==> src/rtl/uart_pkg.sv <==
// ============================================================================
// Module  : uart_pkg
// Purpose : Shared 8N1 UART constants, tick divider math and receiver states.
// Rev     : 1.0
// ============================================================================
`default_nettype none

package uart_pkg;

    localparam int CLK_FREQ_DEF   = 100_000_000;
    localparam int BAUD_DEF       = 9600;
    localparam int OVERSAMPLE_DEF = 16;

    localparam int DATA_BITS  = 8;
    localparam int FRAME_BITS = 10;

    function automatic int tick_div(input int clk_freq, input int baud, input int oversample);
        return clk_freq / (baud * oversample);
    endfunction

    localparam int TICK_DIV_DEF = tick_div(CLK_FREQ_DEF, BAUD_DEF, OVERSAMPLE_DEF);

    localparam logic [2:0] ST_IDLE      = 3'd0;
    localparam logic [2:0] ST_START     = 3'd1;
    localparam logic [2:0] ST_DATA      = 3'd2;
    localparam logic [2:0] ST_STOP      = 3'd3;
    localparam logic [2:0] ST_WAIT_HIGH = 3'd4;

    typedef enum logic [2:0] {
        S_IDLE      = ST_IDLE,
        S_START     = ST_START,
        S_DATA      = ST_DATA,
        S_STOP      = ST_STOP,
        S_WAIT_HIGH = ST_WAIT_HIGH
    } rx_state_e;

endpackage

`default_nettype wire

==> src/rtl/uart_receiver_if.sv <==
// ============================================================================
// Module  : uart_receiver_if
// Purpose : Serial line plus byte handshake between RX pin, receiver, consumer.
// Rev     : 1.0
// ============================================================================
`default_nettype none

interface uart_receiver_if;
    import uart_pkg::*;

    logic                 RxD;
    logic                 Rx_Read;
    logic [DATA_BITS-1:0] Data;
    logic                 Data_Ready;
    logic                 Rx_Valid;
    logic                 Frame_Error;
    logic                 Overrun;
    logic                 Rx_Busy;

    modport master (
        output RxD, Rx_Read,
        input  Data, Data_Ready, Rx_Valid, Frame_Error, Overrun, Rx_Busy
    );

    modport slave (
        input  RxD, Rx_Read,
        output Data, Data_Ready, Rx_Valid, Frame_Error, Overrun, Rx_Busy
    );
endinterface

`default_nettype wire

==> src/rtl/uart_baud_tick.sv <==
// ============================================================================
// Module  : uart_baud_tick
// Purpose : Free-running divider producing a one-clk tick every DIV clocks.
// Rev     : 1.0
// ============================================================================
`default_nettype none

module uart_baud_tick #(
    parameter int DIV = 651
) (
    input  wire logic clk,
    input  wire logic reset,
    output logic      tick
);
    localparam int          CW   = (DIV > 1) ? $clog2(DIV) : 1;
    localparam logic [CW-1:0] LAST = CW'(DIV - 1);

    logic [CW-1:0] cnt;

    always_ff @(posedge clk or posedge reset) begin
        if (reset)
            cnt <= '0;
        else if (cnt == LAST)
            cnt <= '0;
        else
            cnt <= cnt + CW'(1);
    end

    assign tick = (cnt == LAST);
endmodule

`default_nettype wire

==> src/rtl/uart_receiver.sv <==
// ============================================================================
// Module  : uart_receiver
// Purpose : Oversampling 8N1 receiver with ready/read handshake, overrun and
//           framing-error pulses.
// Rev     : 1.0
// ============================================================================
`default_nettype none

module uart_receiver
    import uart_pkg::*;
#(
    parameter int CLK_FREQ   = CLK_FREQ_DEF,
    parameter int BAUD       = BAUD_DEF,
    parameter int OVERSAMPLE = OVERSAMPLE_DEF
) (
    input  wire logic      clk,
    input  wire logic      reset,
    uart_receiver_if.slave bus
);
    localparam int         TICK_DIV = tick_div(CLK_FREQ, BAUD, OVERSAMPLE);
    localparam logic [3:0] MID_CNT  = 4'(OVERSAMPLE / 2 - 1);
    localparam logic [3:0] LAST_CNT = 4'(OVERSAMPLE - 1);
    localparam logic [2:0] LAST_BIT = 3'(DATA_BITS - 1);

    logic                 tick;
    logic [1:0]           sync_q;
    logic                 rxs;
    rx_state_e            state, state_n;
    logic [3:0]           scnt;
    logic [2:0]           bidx;
    logic [DATA_BITS-1:0] shreg;
    logic [DATA_BITS-1:0] data_q;
    logic                 ready_q, valid_q, ferr_q, ovr_q;
    logic                 cnt_clr, idx_clr, do_shift, do_load, do_ferr;

    uart_baud_tick #(.DIV(TICK_DIV)) u_tick (
        .clk   (clk),
        .reset (reset),
        .tick  (tick)
    );

    always_ff @(posedge clk or posedge reset) begin
        if (reset) sync_q <= 2'b11;
        else       sync_q <= {sync_q[0], bus.RxD};
    end
    assign rxs = sync_q[1];

    always_ff @(posedge clk or posedge reset) begin
        if (reset) state <= S_IDLE;
        else       state <= state_n;
    end

    always_comb begin
        state_n  = state;
        cnt_clr  = 1'b0;
        idx_clr  = 1'b0;
        do_shift = 1'b0;
        do_load  = 1'b0;
        do_ferr  = 1'b0;
        case (state)
            S_IDLE: if (tick && !rxs) begin
                state_n = S_START;
                cnt_clr = 1'b1;
            end
            S_START: if (tick && scnt == MID_CNT) begin
                if (!rxs) begin
                    state_n = S_DATA;
                    cnt_clr = 1'b1;
                    idx_clr = 1'b1;
                end else begin
                    state_n = S_IDLE;
                end
            end
            S_DATA: if (tick && scnt == LAST_CNT) begin
                do_shift = 1'b1;
                if (bidx == LAST_BIT) state_n = S_STOP;
            end
            S_STOP: if (tick && scnt == LAST_CNT) begin
                if (rxs) begin
                    do_load = 1'b1;
                    state_n = S_IDLE;
                end else begin
                    do_ferr = 1'b1;
                    state_n = S_WAIT_HIGH;
                end
            end
            S_WAIT_HIGH: if (tick && rxs) state_n = S_IDLE;
            default: state_n = S_IDLE;
        endcase
    end

    // Counter wraps to 0 by itself at each bit boundary in DATA/STOP.
    always_ff @(posedge clk or posedge reset) begin
        if (reset) begin
            scnt  <= '0;
            bidx  <= '0;
            shreg <= '0;
        end else begin
            if (cnt_clr)
                scnt <= '0;
            else if (tick && state != S_IDLE)
                scnt <= scnt + 4'd1;
            if (idx_clr)
                bidx <= '0;
            else if (do_shift)
                bidx <= bidx + 3'd1;
            if (do_shift)
                shreg <= {rxs, shreg[DATA_BITS-1:1]};
        end
    end

    // A load in the same cycle as Rx_Read keeps the byte flagged as unread.
    always_ff @(posedge clk or posedge reset) begin
        if (reset) begin
            data_q  <= '0;
            ready_q <= 1'b0;
            valid_q <= 1'b0;
            ferr_q  <= 1'b0;
            ovr_q   <= 1'b0;
        end else begin
            valid_q <= do_load;
            ferr_q  <= do_ferr;
            ovr_q   <= do_load && ready_q && !bus.Rx_Read;
            if (do_load) begin
                data_q  <= shreg;
                ready_q <= 1'b1;
            end else if (bus.Rx_Read) begin
                ready_q <= 1'b0;
            end
        end
    end

    assign bus.Data        = data_q;
    assign bus.Data_Ready  = ready_q;
    assign bus.Rx_Valid    = valid_q;
    assign bus.Frame_Error = ferr_q;
    assign bus.Overrun     = ovr_q;
    assign bus.Rx_Busy     = (state != S_IDLE);
endmodule

`default_nettype wire
==> src/flat_wrapper.sv <==
// flat-port wrapper written by rule: the top's interface ports become plain ports
module uart_receiver_flat import uart_pkg::*;
#(
    parameter int CLK_FREQ   = CLK_FREQ_DEF,
    parameter int BAUD       = BAUD_DEF,
    parameter int OVERSAMPLE = OVERSAMPLE_DEF
)
  (clk, reset, bus_RxD, bus_Rx_Read, bus_Data, bus_Data_Ready, bus_Rx_Valid, bus_Frame_Error, bus_Overrun, bus_Rx_Busy);
  uart_receiver_if bus_i ();
  input  wire logic clk;
  input  wire logic reset;
  input wire logic [$bits(bus_i.RxD)-1:0] bus_RxD;
  input wire logic [$bits(bus_i.Rx_Read)-1:0] bus_Rx_Read;
  output wire logic [$bits(bus_i.Data)-1:0] bus_Data;
  output wire logic [$bits(bus_i.Data_Ready)-1:0] bus_Data_Ready;
  output wire logic [$bits(bus_i.Rx_Valid)-1:0] bus_Rx_Valid;
  output wire logic [$bits(bus_i.Frame_Error)-1:0] bus_Frame_Error;
  output wire logic [$bits(bus_i.Overrun)-1:0] bus_Overrun;
  output wire logic [$bits(bus_i.Rx_Busy)-1:0] bus_Rx_Busy;
  assign bus_i.RxD = bus_RxD;
  assign bus_i.Rx_Read = bus_Rx_Read;
  assign bus_Data = bus_i.Data;
  assign bus_Data_Ready = bus_i.Data_Ready;
  assign bus_Rx_Valid = bus_i.Rx_Valid;
  assign bus_Frame_Error = bus_i.Frame_Error;
  assign bus_Overrun = bus_i.Overrun;
  assign bus_Rx_Busy = bus_i.Rx_Busy;
  uart_receiver #(.CLK_FREQ(CLK_FREQ), .BAUD(BAUD), .OVERSAMPLE(OVERSAMPLE)) u_core (.clk(clk), .reset(reset), .bus(bus_i));
endmodule
==> config.mk <==
export PLATFORM = sky130hd
export DESIGN_NAME = uart_receiver_flat
export DESIGN_NICKNAME = d
export VERILOG_FILES = /design/src/rtl/uart_pkg.sv /design/src/rtl/uart_receiver_if.sv /design/src/rtl/uart_baud_tick.sv /design/src/rtl/uart_receiver.sv /design/src/flat_wrapper.sv
export SDC_FILE = /design/constraint.sdc
export NUM_CORES = 1
export LEC_CHECK = 0
export BUFFER_PORTS_ARGS = -buffer_cell sky130_fd_sc_hd__buf_2
export CAP_MARGIN = 10
export CELL_PAD_IN_SITES_DETAIL_PLACEMENT = 1
export CELL_PAD_IN_SITES_GLOBAL_PLACEMENT = 1
export CORE_UTILIZATION = 51
export DETAILED_ROUTE_END_ITERATION = 6
export GPL_TIMING_DRIVEN = 0
export PLACE_DENSITY = 0.95
export REMOVE_ABC_BUFFERS = 1
export SLEW_MARGIN = 0
export SYNTH_ARGS = -nofsm -noshare
export SYNTH_HDL_FRONTEND = slang
export SYNTH_SLANG_ARGS = --single-unit
==> constraint.sdc <==
create_clock -name clk -period 4.2 [get_ports clk]
set_clock_uncertainty 0.1 [all_clocks]
set_input_delay 0.42 -clock clk [delete_from_list [all_inputs] [get_ports clk]]
set_output_delay 0.42 -clock clk [all_outputs]
set_load 0.03 [all_outputs]
==> metrics.md, run 1 <==
| Metric | Value |
|---|---|
| WS Path Type | flop to flop |
| Clk slew on worst S/H paths | 0.12 ns |
| Post-synth EDFFs | 0 |
| Max clock buf depth | 2 |
| First-pass GRT wire length | 6.672 mm |
| Avg Inst Size Synth | 12.40 um^2 |
| Setup_tns | 0 ns |
| Max-slew violation count | 0 |
| Leading post-synthesis cells by cell area | dfrtp_1, mux2_2, ha_1, dfstp_2, xnor2_1 |
| R2r endpoint | u_core.shreg[6]$_DFFE_PP0P_ |
| DR vias | 1229 |
| Post-route cell area | 2016 um^2 |
| CP Launch Type | flop |
| Die Height | 62.40 um |
| Layout cells sized above 1 | between 20% and 30% |
| Clk sink count | 42 |
| Worst skew pair latency | 0.35 ns |
| # hold bufs at CTS | 0 |
| Worst-margin pin slew | 1.232 ns |
| Status | finished clean |
| CTS HTree Levels | 2 |
| Area grow syn2layout | 8.339% |
| Gpl congestion | about 0.73 |
| Synth Warn # | 0 |
| Area of the multi-input gates | ~760 um^2 |
| Final hold vios | 0 |
| Largest stage delay, worst path | 0.98 ns |
| IO Count | 17 |
| Largest net degree at the start of global routing | 43 |
| Final nets | 177 |
| Critical Path AT | 3.30 ns |
| Pre-antenna DRT Iters | 4 |
| CTS tree | yes |
| Reg-to-Reg Start | u_core.u_tick.cnt[6]$_DFF_PP0_ |
| Antenna Violating Nets Remaining | 0 |
| Fill count | 371 |
| Final Critical Period | 3.165 ns |
| Pwr Density | 299.3 nW/um^2 |
| Synth top area share | 53.80% |
| Distinct cells, synth | 40 |
| Vias in the first global route | 1374 |
| Initial antenna violation count | 0 |
| Hold EP | u_core.sync_q[0]$_DFF_PP1_ |
| Die Area | 3894 um^2 |
| CTS root buffer | clkbuf_4 |
| Critical-path top delay cell | nor4_2 |
| Number of diodes | 0 |
| Placed Instance Area | roughly 2000 um^2 |
| Mapped cell area | 1861 um^2 |
| Achievable Freq | ~0.32 GHz |
| Cell taking the most area after synthesis | dfrtp_1 |
| Row count | 21 |
| Min-Delay Path Class | input pin to flop |
| Worst R2R Path Depth | 4 |
| Cell Chain, Critical Path | or4b_4 > or3_1 > nor4_2 > mux2_2 |
| Worst hold start | bus_RxD |
| Max Cap Viol | 0 |
| Max-Slew Margin vs Limit | 17.16% |
| Count of input and output buffers | 16 |
| Crit Path Max Fanout | 11 |
| Total wire length | a little under 4 mm |
| Post_cts resized | 0 |
| Setup slack, reg-to-reg | 1.03 ns |
| DR iter-0 viols | 65 |
| Min Hold Slack | 0.06740 ns |
| Top_reg_cell synth | dfrtp_1 |
| Post-Synthesis Cells | 150 |
| Setup Buffers After CTS | 0 |
| Static leakage | 0.001032 uW |
| Drt drc | 0 |
| VDD IR-drop max | 214.3 uV |
| Core area | 3416 um^2 |
| Final period util | 75.36% |
| Crit end category | flop |
| CTS Buf Count | 5 |
| Setup Viol. Count Final | 0 |
| Total Routing Usage GR | 23.02% |
| DIE WIDTH | 62.40 um |
| Initial core utilization | about 54% |
| Drt wl/cell | 17.97 um |
| CP required | 4.33 ns |
| Util after Layout | 59.01% |
| Seq/Total Area, Yosys | a little under three fifths |
| RSZ-0062 raised after global routing | no |
| Gr ovfl total | 0 |
| Sequential cell area | 1054 um^2 |
| DPL Wire Length | 2.859 mm |
| Via density | 5.743 |
| Ys async rst share | 100.0% |
| Synthesized flop and latch total | between 40 and 50 |
| Hold path depth | 1 |
[synth_stat cells, drive strengths merged (2+ instances only)]
library cell,instances
o31ai,2
nor4,2
xor2,4
or4b,2
nor2,9
o21ai,3
a2111oi,2
or2,2
dfrtp,40
nand2,10
mux2i,2
inv,6
ha,5
or3,4
a21oi,2
nand4,3
nand2b,2
and3,3
mux2,17
nand3,6
a22o,2
dfstp,2
clkbuf,3
xnor2,5
nor3,2
buf,2
[worst max-delay path: cells and delay by family, from the launching register on]
family | cells | cell delay [ns]
DFF | 1 | 0.46
muxes | 1 | 0.43
and+or+nand+nor | 3 | 2.06
[kinds of logic (layout without fill, tap and decap cells)]
family,count (synthesis),in the layout,share of synthesized area [%]
compound gates,14,14,5.582
fa+ha+maj,5,5,3.362
mux,19,19,11.57
buf+inv,11,29,2.690
flops,42,42,56.62
xor+xnor,9,9,4.236
simple gates,50,50,15.94
[sequential cells by signal (all words and copies together), names as in the netlist]
register / cells
u_core.state: 3
u_core.bidx: 3
u_core.bus.Rx_Valid: 1
u_core.bus.Frame_Error: 1
u_core.scnt: 4
u_core.bus.Data_Ready: 1
u_core.bus.Overrun: 1
u_core.shreg: 8
u_core.u_tick.cnt: 10
u_core.bus.Data: 8
u_core.sync_q: 2
[power by group]
group / internal (uW) / switching [uW] / leakage (uW)
clock: 63.3 / 122 / 0.0000254
combinational: 1.78 / 8.90 / 0.000441
sequential: 406 / 0.893 / 0.000566
[per-layer routing]
metal  share of wire (%)  GRT usage (%)  vias to the layer above  routed length (um)
met5                   0              0                        -                   0
met3                 2.6          4.197                       11                 101
met1                  41          27.24                      637                1564
met2                  54          40.22                       18                2081
li1                    -              -                      563                   -
met4                 2.6          11.05                        0                  99
[cells in the final DEF, fill, tap and decap left out, types with 2 or more instances in the layout]
cell       n
dfrtp_1   40
mux2_2    16
buf_2     16
nand2_1   10
nor2_1     9
nand3_1    6
inv_1      5
xnor2_1    5
ha_1       5
clkbuf_4   5
or3_1      4
xor2_1     4
nand4_1    3
o21ai_0    3
and3_1     3
or2_2      2
mux2i_1    2
a21oi_1    2
nand2b_1   2
a22o_1     2
o31ai_1    2
clkbuf_1   2
dfstp_2    2
[worst max-delay path by stage]
stage,to,from
final,u_core.shreg[6]$_DFFE_PP0P_,u_core.u_tick.cnt[6]$_DFF_PP0_
after global routing,u_core.shreg[6]$_DFFE_PP0P_,u_core.u_tick.cnt[6]$_DFF_PP0_
after CTS,u_core.shreg[6]$_DFFE_PP0P_,u_core.u_tick.cnt[4]$_DFF_PP0_
after detailed placement,u_core.shreg[6]$_DFFE_PP0P_,u_core.u_tick.cnt[4]$_DFF_PP0_
after global placement,u_core.shreg[4]$_DFFE_PP0P_,u_core.u_tick.cnt[4]$_DFF_PP0_
after floorplan,u_core.shreg[0]$_DFFE_PP0P_,u_core.u_tick.cnt[4]$_DFF_PP0_
[per-stage QoR]
| step | std cells | total power, uW | setup WS [ns] |
|---|---|---|---|
| after CTS | 214 | 610.4 | 1.099 |
| after detailed placement | 207 | 426.0 | 1.111 |
| after global routing | 214 | 630.3 | 0.9471 |
| after global placement | 207 | 425.1 | 1.191 |
| final | 214 | 603.2 | 1.035 |
| after floorplan | 145 | 421.7 | 1.503 |
[final cells by class]
type | count | share of cell area, %
Timing Repair Buffer | 16 | 3.973
Inverter | 6 | 1.117
Multi-Input combinational cell | 97 | 37.55
Sequential cell | 42 | 52.27
Clock buffer | 7 | 2.235
Tap cell | 46 | 2.855
No activity file was read; power rests on OpenSTA's default activity.
==> inputs of run 2 (changes only) <==
--- a/config.mk
+++ b/config.mk
@@ -9,10 +9,10 @@
 export CAP_MARGIN = 10
 export CELL_PAD_IN_SITES_DETAIL_PLACEMENT = 1
 export CELL_PAD_IN_SITES_GLOBAL_PLACEMENT = 1
-export CORE_UTILIZATION = 51
+export CORE_UTILIZATION = 42
 export DETAILED_ROUTE_END_ITERATION = 6
 export GPL_TIMING_DRIVEN = 0
-export PLACE_DENSITY = 0.95
+export PLACE_DENSITY = 0.85
 export REMOVE_ABC_BUFFERS = 1
 export SLEW_MARGIN = 0
 export SYNTH_ARGS = -nofsm -noshare
==> constraint.sdc (replaced) <==
create_clock -name clk -period 2.9 [get_ports clk]
set_clock_uncertainty 0.1 [all_clocks]
set_input_delay 0.29 -clock clk [delete_from_list [all_inputs] [get_ports clk]]
set_output_delay 0.29 -clock clk [all_outputs]
set_load 0.03 [all_outputs]
==> run 2 against run 1 <==
  * Via count decreased by 1.9%
  * Largest power group unchanged
  * Final cell count increased by 2.8%
  * Critical path depth stayed put
  * Non-clock buffer count is 1 higher
  * Maximum frequency rose by 14%
  * Critical path type unchanged
  * Critical endpoint is now u_core.shreg[1]$_DFFE_PP0P_
==> metrics.md, run 2 (synthesis gave the netlist of run 1 again) <==
| Metric | Value |
|---|---|
| Crit end category | flop |
| DR vias | 1206 (-1.9%) |
| Number of diodes | 0 (unchanged) |
| Drt drc | 0 (unchanged) |
| Antenna Violating Nets Remaining | 0 (unchanged) |
| Clk sink count | 42 (unchanged) |
| First-pass GRT wire length | 6.161 mm (-7.7%) |
| Final hold vios | 0 (unchanged) |
| Max Cap Viol | 0 (unchanged) |
| Setup Viol. Count Final | 0 (unchanged) |
| Commonest non-fill, non-tap cell in the layout | dfrtp_1 |
| Max clock buf depth | 2 (unchanged) |
| Max-Slew Margin vs Limit | 44.12% (+27 points) |
| Drt wl/cell | 16.89 um (-6.0%) |
| Count of input and output buffers | 16 (unchanged) |
| Gr ovfl total | 0 (unchanged) |
| Placed cell count | 211 (+1.9%) |
| IO Count | 17 (unchanged) |
| Layout cells sized above 1 | 30.59% (+1.4 points) |
| Max reg flops | 10 (unchanged) |
| Clk slew on worst S/H paths | 0.08 ns (-0.04 ns) |
| Core area | 4115 um^2 (+20%) |
| WS Path Type | flop to flop |
| CP required | 2.98 ns (-1.35 ns) |
| Min-Delay Path Class | input pin to async pin |
| Static leakage | 0.001058 uW (+2.5%) |
| Sw Share | 21.28% (-0.62 points) |
| DIE WIDTH | 68.56 um (+9.9%) |
| DR iter-0 viols | 56 (-14%) |
| Total Power | 993.9 uW (+65%) |
| Final nets | 178 (+0.56%) |
| CTS Buf Count | 5 (unchanged) |
| Final Critical Period | 2.784 ns (-0.3809 ns) |
| Non-filler instance count after layout | 220 (+2.8%) |
| Initial core utilization | 45.21% (-9.3 points) |
| Flop pwr share | 59.2% (-8.3 points) |
| VDD IR-drop max | 272.7 uV (+27%) |
| Final period util | 96.01% (+21 points) |
| Reg with most FFs | u_core.u_tick.cnt |
| CTS tree | yes |
| Pre-antenna DRT Iters | 4 (unchanged) |
| Most frequent cells in the layout | dfrtp_1, mux2_2, buf_2 |
| Die Height | 68.56 um (+9.9%) |
| Fill count | 443 (+19%) |
| CTS root buffer | clkbuf_8 |
| Largest net degree at the start of global routing | 43 (unchanged) |
| Row count | 23 (+9.5%) |
| Clk network pwr share | 39.1% (+8.3 points) |
| Worst R2R Path Depth | 4 (unchanged) |
| Status | finished clean |
| Critical Path AT | 2.86 ns (-0.44 ns) |
| Setup_tns | 0 ns (unchanged) |
| Total wire length | 3.715 mm (-3.4%) |
| Area of the multi-input gates | 765.7 um^2 (+1.2%) |
| DPL Wire Length | 2.558 mm (-11%) |
| RSZ-0062 raised after global routing | no |
| Switch Pwr | 211.6 uW (+60%) |
| Max-slew violation count | 0 (unchanged) |
| Vias in the first global route | 1262 (-8.2%) |
| Initial antenna violation count | 0 (unchanged) |
| Total Routing Usage GR | 18.68% (-4.3 points) |
| Achievable Freq | 0.3592 GHz (+14%) |
| Worst-margin pin slew | 0.8369 ns (-0.3954 ns) |
| Worst skew pair latency | 0.29 ns (-0.06 ns) |
| Via density | 5.482 (-4.5%) |
| Combinational power share | 1.6% (-0.2 points) |
| CTS HTree Levels | 2 (unchanged) |
| Area grow syn2layout | 12.31% |
| CP Launch Type | flop |
| Setup Buffers After CTS | 0 (unchanged) |
| Sequential cell area | 1054 um^2 (unchanged) |
| Crit Path Max Fanout | 11 (unchanged) |
| Gpl congestion | 0.8042 (+9.6%) |
| Die Area | 4700 um^2 (+21%) |
| Pwr Density | 475.7 nW/um^2 (+59%) |
| Internal | 782.4 uW (+66%) |
==> run 2: changes by cell type in the layout (fill, tap and decap cells not counted), sizes merged <==
cell | previous run | this run
dlygate4sd3 | 0 | 1
clkinv | 0 | 1
clkbuf | 7 | 6
clkinvlp | 0 | 1
==> run 2: power by group through the flow <==
| stage | combinational (uW) | clock (uW) | sequential, uW |
|---|---|---|---|
| floorplan | 10.8 | 0 | 600 |
| CTS | 17.4 | 403 | 589 |
| global route | 19.5 | 429 | 589 |
| global placement | 15.1 | 0 | 600 |
| detailed placement | 16.4 | 0 | 600 |
| finish | 16.4 | 389 | 589 |
==> run 2: worst paths after layout <==
kind | to | slack, ns | startpoint
worst max-delay path | u_core.shreg[1]$_DFFE_PP0P_ | 0.12 | u_core.u_tick.cnt[4]$_DFF_PP0_
worst min-delay path | u_core.bus.Data[6]$_DFFE_PP0P_ | 0.06 | reset
worst max register to register | u_core.shreg[1]$_DFFE_PP0P_ | 0.12 | u_core.u_tick.cnt[4]$_DFF_PP0_
worst min register to register | u_core.sync_q[1]$_DFF_PP1_ | 0.26 | u_core.sync_q[0]$_DFF_PP1_
max in group asynchronous | u_core.u_tick.cnt[1]$_DFF_PP0_ | 2.12 | reset
min in group clk | u_core.bus.Overrun$_DFF_PP0_ | 0.17 | bus_Rx_Read
==> run 2: timing repair <==
action                     CTS  global route
resized for setup            1             0
setup endpoints to repair   11             0
hold buffers                 1             0
hold endpoints to repair     1             0
==> run 2: through the flow <==
step                utilization (%)  setup WS, ns  hold slack [ns]  area (um^2)
global placement              48.01       -0.1271           0.2485         1976
detailed placement            48.01       -0.1960           0.2475         1976
floorplan                         -        0.2030           0.1945         1833
CTS                           50.78        0.1018          0.08829         2090
global route                  50.78       0.02226           0.1186         2090
finish                        50.78        0.1158          0.06016         2090
==> run 2: layout make-up <==
cell class / instances / share of cell area (%)
multi-input combinational: 97 / 36.65
clock buffer: 6 / 3.952
tap: 50 / 2.994
clock inverter: 2 / 0.5988
timing repair buffer: 17 / 4.311
inverter: 6 / 1.078
sequential: 42 / 50.42
==> run 2: critical path: stages, from the launching register on <==
cell     delay (ns)
dfrtp_1        0.43
or4b_4         0.57
or3_1          0.53
nor4_4         0.62
mux2_2         0.42
==> run 2: layer usage <==
metal  vias up  global-route usage (%)  wire (um)
met1       622                   21.07       1617
met2        16                   32.72       1932
met3         5                   5.921         98
met4         0                   7.031         67
li1        563                       -          -
met5         -                       0          0
==> inputs of run 3 (changes only) <==
--- a/config.mk
+++ b/config.mk
@@ -9,10 +9,11 @@
 export CAP_MARGIN = 10
 export CELL_PAD_IN_SITES_DETAIL_PLACEMENT = 1
 export CELL_PAD_IN_SITES_GLOBAL_PLACEMENT = 1
-export CORE_UTILIZATION = 42
+export CORE_MARGIN = 3
+export CORE_UTILIZATION = 25
 export DETAILED_ROUTE_END_ITERATION = 6
 export GPL_TIMING_DRIVEN = 0
-export PLACE_DENSITY = 0.85
+export PLACE_DENSITY = 0.6
 export REMOVE_ABC_BUFFERS = 1
 export SLEW_MARGIN = 0
 export SYNTH_ARGS = -nofsm -noshare
==> run 3 against run 2 <==
  * Setup slack improved by 0.20 ns
  * Global-route usage decreased by 9.6 points
  * Maximum frequency increased by 7.7%
  * Sequential share of layout area decreased by 2.6 points
  * Total power increased by 1.0%
  * First-iteration DRC count decreased by 29%
  * Die area increased by 81%
  * Critical path depth increased by 1
  * Critical endpoint is now u_core.shreg[6]$_DFFE_PP0P_
==> metrics.md, run 3 (synthesis gave the netlist of run 1 again) <==
| Metric | Value |
|---|---|
| Gr ovfl total | 0 (unchanged) |
| DR iter-0 viols | 40 (-29%) |
| Min Hold Slack | 0.1571 ns (+0.09697 ns) |
| Area grow syn2layout | 18.36% |
| Max-Slew Margin vs Limit | 38.64% (-5.5 points) |
| Crit end category | flop |
| Via density | 4.465 (-19%) |
| Number of diodes | 0 (unchanged) |
| Achievable Freq | 0.3867 GHz (+7.7%) |
| Drt drc | 0 (unchanged) |
| CTS HTree Levels | 2 (unchanged) |
| Met2 Wirelength | 1.657 mm (-14%) |
| Static leakage | 0.001076 uW (+1.8%) |
| Pre-antenna DRT Iters | 3 (-1) |
| Largest net degree at the start of global routing | 23 (-47%) |
| IO Count | 17 (unchanged) |
| Min-Delay Path Class | input pin to flop |
| Row count | 30 (+30%) |
| Util after Layout | 31.37% (-19 points) |
| Die Height | 92.27 um (+35%) |
| Max reg flops | 10 (unchanged) |
| Setup Viol. Count Final | 0 (unchanged) |
| Gpl congestion | 0.7306 (-9.2%) |
| Core area | 7019 um^2 (+71%) |
| Critical Path AT | 2.67 ns (-0.19 ns) |
| CTS root buffer | clkbuf_8 |
| Place WS | -0.2580 ns (-0.06201 ns) |
| Commonest non-fill, non-tap cell in the layout | dfrtp_1 |
| Final nets | 181 (+1.7%) |
| Total Routing Usage GR | 9.088% (-9.6 points) |
| Max Cap Viol | 0 (unchanged) |
| Placed cell count | 258 (+22%) |
| Count of input and output buffers | 16 (unchanged) |
| DPL Wire Length | 2.461 mm (-3.8%) |
| CP required | 2.99 ns (about the same) |
| Layout cells sized above 1 | 31.21% (+0.63 points) |
| Met3 Wirelength | 88 um (-10%) |
| VDD IR-drop max | 338.8 uV (+24%) |
| Total wire length | 3.465 mm (-6.7%) |
| Final period util | 89.17% (-6.8 points) |
| First-pass GRT wire length | 6.147 mm (-0.23%) |
| CP Launch Type | flop |
| Non-filler instance count after layout | 269 (+22%) |
| Reg with most FFs | u_core.u_tick.cnt |
| Setup_tns | 0 ns (unchanged) |
| CTS Buf Count | 5 (unchanged) |
| Initial core utilization | 26.51% (-19 points) |
| Die Area | 8513 um^2 (+81%) |
| Status | finished clean |
| Fill count | 792 (+79%) |
| Final hold vios | 0 (unchanged) |
| Initial antenna violation count | 0 (unchanged) |
| CTS tree | yes |
| Max-slew violation count | 0 (unchanged) |
| Most frequent cells in the layout | dfrtp_1, mux2_2, buf_2 |
| Drt wl/cell | 12.88 um (-24%) |
| Vias in the first global route | 1246 (-1.3%) |
| RSZ-0062 raised after global routing | no |
| Clk slew on worst S/H paths | 0.09 ns (about the same) |
| Top sig layer | met4 |
| Worst-margin pin slew | 0.9134 ns (+0.07650 ns) |
| Worst skew pair latency | 0.30 ns (about the same) |
| Metal-1 WL | 1.679 mm (+3.8%) |
| WS Path Type | flop to flop |
| DR vias | 1201 (-0.41%) |
| Final WS setup | 0.3142 ns (+0.1984 ns) |
| Crit Path Max Fanout | 11 (unchanged) |
| Pwr Density | 455.9 nW/um^2 (-4.1%) |
| Max clock buf depth | 2 (unchanged) |
| Clk sink count | 42 (unchanged) |
| Antenna Violating Nets Remaining | 0 (unchanged) |
| DIE WIDTH | 92.27 um (+35%) |
| Final Critical Period | 2.586 ns (-0.1984 ns) |
==> run 3: cell count changes in the layout (fill, tap and decap cells not counted) <==
cell           change
clkinv_2           -1
buf_12             +1
buf_16             +1
clkinvlp_4         +1
inv_6              +1
dlygate4sd3_1      +1
clkbuf_8           -1
==> run 3: cell type report <==
cell class | instances | area, um^2 | share of cell area, %
Tap cell | 96 | 120.1 | 5.455
Inverter | 6 | 22.52 | 1.023
Timing Repair Buffer | 20 | 147.6 | 6.705
Multi-Input combinational cell | 97 | 765.7 | 34.77
Clock inverter | 3 | 23.77 | 1.080
Sequential cell | 42 | 1054 | 47.84
Clock buffer | 5 | 68.82 | 3.125
==> run 3: worst paths after layout <==
check / slack (ns) / cells after the start / endpoint / from
max: 0.31 / 5 / u_core.shreg[6]$_DFFE_PP0P_ / u_core.u_tick.cnt[4]$_DFF_PP0_
min: 0.16 / 3 / u_core.bus.Overrun$_DFF_PP0_ / bus_Rx_Read
max reg2reg: 0.31 / 5 / u_core.shreg[6]$_DFFE_PP0P_ / u_core.u_tick.cnt[4]$_DFF_PP0_
min reg2reg: 0.26 / 0 / u_core.sync_q[1]$_DFF_PP1_ / u_core.sync_q[0]$_DFF_PP1_
max in group asynchronous: 1.69 / 4 / u_core.sync_q[0]$_DFF_PP1_ / reset
min in group asynchronous: 0.46 / 3 / u_core.bus.Data[6]$_DFFE_PP0P_ / reset
==> run 3: report_power, final <==
part           total, uW  internal, uW  switching, uW
combinational       22.4          8.10           14.3
sequential           589           588           1.20
clock                393           172            220
==> run 3: metal layers <==
layer,vias to the layer above,global-route usage (%)
met1,607,12.05
met4,0,3.342
met2,15,14.11
li1,577,-
met5,-,0
met3,2,2.543
==> run 3: critical path: stages (launching register included) <==
cell	delay, ns
dfrtp_1	0.42
or4b_4	0.57
or3_1	0.55
nor4_4	0.32
buf_12	0.17
mux2_2	0.34
==> run 3: through the flow <==
stage	power, uW	area (um^2)
finish	1004	2202
global route	1048	2202
CTS	1022	2182
detailed placement	622.3	2061
global placement	617.3	2033
floorplan	610.7	1833
==> run 3: repair_timing <==
item,in CTS,in global routing
hold buffers,2,0
buffers inserted,0,1
resized for setup,1,0
pin swaps,0,1
hold endpoints to repair,22,0
endpoints found under the setup margin,11,3
